## src/rtl/priority_encoder_16_4_pkg.sv

```systemverilog
// Shared widths, FSM state type and one-hot helper for the 16-to-4 grant encoder.
package priority_encoder_16_4_pkg;

    localparam int unsigned N_REQ = 16;
    localparam int unsigned IDX_W = 4;

    typedef enum logic [0:0] {
        IDLE  = 1'b0,
        GRANT = 1'b1
    } state_e;

    function automatic logic [N_REQ-1:0] idx_to_onehot(input logic [IDX_W-1:0] idx);
        logic [N_REQ-1:0] onehot;
        onehot      = '0;
        onehot[idx] = 1'b1;
        return onehot;
    endfunction

endpackage

```

## src/rtl/priority_encoder_16_4_pick_first_16.sv

```systemverilog
// Combinational search for the first set bit of a 16-bit vector, scanning upward from a
// start position and wrapping 15 -> 0.
module pick_first_16
    import priority_encoder_16_4_pkg::*;
(
    input  logic [N_REQ-1:0] vec,
    input  logic [IDX_W-1:0] start,
    output logic             found,
    output logic [IDX_W-1:0] index
);

    logic [IDX_W-1:0] pos;

    always_comb begin
        found = 1'b0;
        index = '0;
        pos   = '0;
        for (int i = 0; i < N_REQ; i++) begin
            // 4-bit addition gives the wrap for free
            pos = start + IDX_W'(i);
            if (!found && vec[pos]) begin
                found = 1'b1;
                index = pos;
            end
        end
    end

endmodule

```

## src/rtl/priority_encoder_16_4.sv

```systemverilog
// Registered 16-to-4 priority encoder with sticky pending capture and grant/ack handshake.
// Define ROUND_ROBIN_EN for rotating priority; otherwise bit 0 always has highest priority.
module priority_encoder_16_4
    import priority_encoder_16_4_pkg::*;
(
    input  logic             clk,
    input  logic             rst,
    input  logic [N_REQ-1:0] req,
    input  logic             ack,
    output logic             out_valid,
    output logic [IDX_W-1:0] out_index,
    output logic [N_REQ-1:0] pending,
    output logic             busy
);

    state_e           state;
    state_e           state_next;
    logic [N_REQ-1:0] pending_next;
    logic [N_REQ-1:0] clr;
    logic [IDX_W-1:0] index_next;
    logic [IDX_W-1:0] start;
    logic [IDX_W-1:0] pick_index;
    logic             pick_found;
    logic             ack_taken;

    assign out_valid = (state == GRANT);
    assign ack_taken = ack && out_valid;
    assign clr       = ack_taken ? idx_to_onehot(out_index) : '0;
    // A new request on the bit being cleared keeps it pending
    assign pending_next = (pending & ~clr) | req;

`ifdef ROUND_ROBIN_EN
    logic [IDX_W-1:0] ptr;

    always_ff @(posedge clk or posedge rst) begin
        if (rst) begin
            ptr <= '0;
        end else if (ack_taken) begin
            ptr <= out_index + 4'd1;
        end
    end

    assign start = ptr;
`else
    assign start = '0;
`endif

    pick_first_16 u_pick (
        .vec   (pending),
        .start (start),
        .found (pick_found),
        .index (pick_index)
    );

    always_comb begin
        state_next = state;
        index_next = out_index;
        case (state)
            IDLE: begin
                if (pick_found) begin
                    index_next = pick_index;
                    state_next = GRANT;
                end
            end
            GRANT: begin
                if (ack) begin
                    state_next = IDLE;
                end
            end
            default: state_next = IDLE;
        endcase
    end

    always_ff @(posedge clk or posedge rst) begin
        if (rst) begin
            state     <= IDLE;
            out_index <= '0;
            pending   <= '0;
            busy      <= 1'b0;
        end else begin
            state     <= state_next;
            out_index <= index_next;
            pending   <= pending_next;
            busy      <= |pending_next;
        end
    end

endmodule

```

## config.mk

```make
export PLATFORM = sky130hd
export DESIGN_NAME = priority_encoder_16_4
export DESIGN_NICKNAME = d
export VERILOG_FILES = /design/src/rtl/priority_encoder_16_4_pkg.sv /design/src/rtl/priority_encoder_16_4_pick_first_16.sv /design/src/rtl/priority_encoder_16_4.sv
export SDC_FILE = /design/constraint.sdc
export NUM_CORES = 1
export LEC_CHECK = 0
export BUFFER_PORTS_ARGS = -buffer_cell sky130_fd_sc_hd__buf_2
export CORE_MARGIN = 2
export CORE_UTILIZATION = 52
export DETAILED_ROUTE_END_ITERATION = 8
export PLACE_DENSITY_LB_ADDON = 0.2
export SYNTH_ARGS = -nofsm -noshare
export SYNTH_HDL_FRONTEND = slang
export SYNTH_SLANG_ARGS = --single-unit
```

## constraint.sdc

```tcl
create_clock -name clk -period 3 [get_ports clk]
set_clock_uncertainty 0.1 [all_clocks]
set_input_delay 0.6 -clock clk [delete_from_list [all_inputs] [get_ports clk]]
set_output_delay 0.6 -clock clk [all_outputs]
set_load 0.005 [all_outputs]
```

==> reports/summary.txt <==
placed instance area -> 1370 sq um
max-cap viol count -> 0
Filler cells -> 188
DR vias/cell -> 5.88
Tot GR Track Use -> 25.1%
drc violations -> 0
Power per Cell Area -> 416 nW/um^2
vias in the first global route -> 1055
Hold-fix buffers, CTS -> 0
Die W -> 51.3 microns
CTS root buf -> clkbuf_4
crit end category -> output port
Placement Setup Slack -> 1.09 ns
CP bufs+invs -> 1
RSZ-0062 raised after global routing -> no
Avg Cell Area, Syn -> 9.68 sq um
most frequent cells in the layout -> buf_2, nor2_1, dfrtp_1
Max VDD drop -> 333 uV
Post-Synthesis Cells -> 120
ANT nets after route -> 0
CTS tree -> yes
crit path max fanout -> 15
crit path launch -> out_index[3]$_DFFE_PP0P_
FF-to-FF End -> busy$_DFF_PP0_
Crit path depth -> 1
# H-tree levels -> 1
syn_nets -> 139
setup slack after layout -> 1.12 ns
critical path's largest stage delay -> 0.67 ns
CP Cell Sequence -> buf_2
Die H -> 51.3 microns
most common cell after layout, fill and taps aside -> buf_2
Final Cycle Share -> 62.8%
largest net degree at the start of global routing -> 23
Pleak -> 0.550 nW
CORE AREA -> 2170 sq um
buffer count from post-CTS setup fixing -> 0
status -> finished, final reports clean
routed length per instance -> 15.7 microns
endpoints failing setup -> 0
Worst setup endpoint -> out_index[3]
total grt overflow -> 0
worst path required time -> 2.30 ns
Max Buffers Root-to-Sink -> 2
Detailed Place HPWL -> 2210 microns
r2r worst-path depth -> 4
sequential share of the synthesized area -> 47.4%
gp weighted congestion -> 0.859
Hold Path Class -> input port to async pin
total CTS buffers -> 3
first-pass GRT wire length -> 4830 microns
Antenna diodes -> 0
Worst slew margin -> 45.5%
clk sinks -> 22
crit path kind -> register to output port
slowest CP cell -> dfrtp_1
PortBufs -> 40
# IOs -> 41
Initial Util -> 53.5%
M1 GR Usage -> 35.6%
Post-Layout Cell Count -> 189
initial antenna violation count -> 0
via count -> 1111
setup TNS -> 0 ns
share of cells above drive strength 1 -> 32.9%
Yosys Warn Count -> 0
Hold Fails Final Rpt -> 0
met2 GRT Util -> 38.3%
Fmax -> 531 MHz
Synth Cell Area -> 1160 sq um
Reg clk slew, reported paths -> 0.12 ns
Unique masters post-synth -> 33
Worst-Margin Slew -> 0.817 ns
R2R Setup Slk -> 1.15 ns
GR peak layer -> met2
Pre-antenna DRT Iters -> 4
met3 Use GR -> 5.26%
final core utilization -> 64.8%
Layout area overhead -> 21.1%
final net count -> 181
Core Rows -> 17
Iter 0 DRT Violations -> 49
final instance area -> 1410 sq um
Reg-to-Reg Start -> out_index[2]$_DFFE_PP0P_
placed cells -> 185
Max Slew Vio Count -> 0
CP Launch Type -> register
die area -> 2630 sq um
CTS resizes -> 0
final wirelength -> 2960 microns
Final min period -> 1.88 ns
critical path's top delay family -> flip-flops
Arrival @ worst endpoint -> 1.18 ns
Yosys reg bits -> 22
clock latency on the worst-skew pair -> 0.30 ns
==> cells in the mapped netlist (all sizes together) <==
library cell  instances  area share [%]
buf                   3             2.3
inv                   6             1.9
nor2                 23             7.4
and4                  2             1.8
and2                  1            0.65
o2111ai               1            0.75
nand2b                2             1.1
nand2                 1            0.32
and4b                 2             1.8
o21bai                1            0.65
a211oi                1            0.65
nand3                 1            0.43
a21o                  1            0.65
and4bb                1             1.1
o311a                 1            0.86
o22a                  1            0.75
a21oi                18             8.1
o21ai                 1            0.43
o32a                  1            0.86
o21a                  1            0.65
nor3                  6             2.6
nand4                 1            0.54
nor4                  8             7.2
dfrtp                22              47
a41oi                 2             1.5
a31oi                 2             1.1
nor3b                10             6.5
==> logic make-up (layout without fill, tap and decap cells) <==
logic type             after synthesis  in the layout  share of synthesized area [%]
flip-flops                          22             22                           47.4
AND/OR/NAND/NOR                     58             58                           31.5
buffers and inverters                9             50                           4.20
AO/OA/AOI/OAI                       31             31                           16.9
==> metal layers <==
layer	wire (microns)	part of all wire [%]
met1	1400	47
met2	1370	46
met3	170	5.7
met4	17	0.57
met5	0	0
==> flip-flops by register name (all words and copies together) (netlist names) <==
signal,count
busy,1
out_index,4
out_valid,1
pending,16
==> final cells by class <==
cell class / count / area [sq um] / area share (%)
flip-flops and latches: 22 / 551 / 39.1
repair buffers: 40 / 200 / 14.2
inverters: 6 / 22.5 / 1.60
clock buffers: 4 / 36.3 / 2.58
well taps: 28 / 35.0 / 2.49
multi-input cells: 89 / 562 / 39.9
==> power by group <==
group | switching [mW] | total, mW | internal [mW] | leakage [nW]
combinational | 0.0381 | 0.0800 | 0.0419 | 0.319
sequential | 0.0364 | 0.346 | 0.310 | 0.210
clock | 0.0848 | 0.159 | 0.0740 | 0.0210
total | 0.159 | 0.585 | 0.426 | 0.550
==> through the flow <==
stage	power (mW)	hold slack, ns
after floorplan	0.391	0.482
after global placement	0.430	0.490
after detailed placement	0.432	0.503
after CTS	0.589	0.364
after global routing	0.617	0.429
final	0.585	0.334
==> worst min path at each step <==
stage	start	to	slack, ns	depth (start not counted)
floorplan	pending[15]$_DFF_PP0_	pending[15]$_DFF_PP0_	0.48	2
detailed placement	pending[15]$_DFF_PP0_	pending[15]$_DFF_PP0_	0.50	2
global route	rst	out_valid$_DFF_PP0_	0.43	2
finish	rst	out_valid$_DFF_PP0_	0.33	2
global placement	pending[15]$_DFF_PP0_	pending[15]$_DFF_PP0_	0.49	2
CTS	rst	out_valid$_DFF_PP0_	0.36	2
==> worst register-to-register path, cell delays in order (launching register included) <==
cell and delay, ns:
dfrtp_1 0.65, and4_4 0.35, a41oi_1 0.15, nor4_1 0.33
nand4_1 0.13
Power figures use the tool's default switching activity.
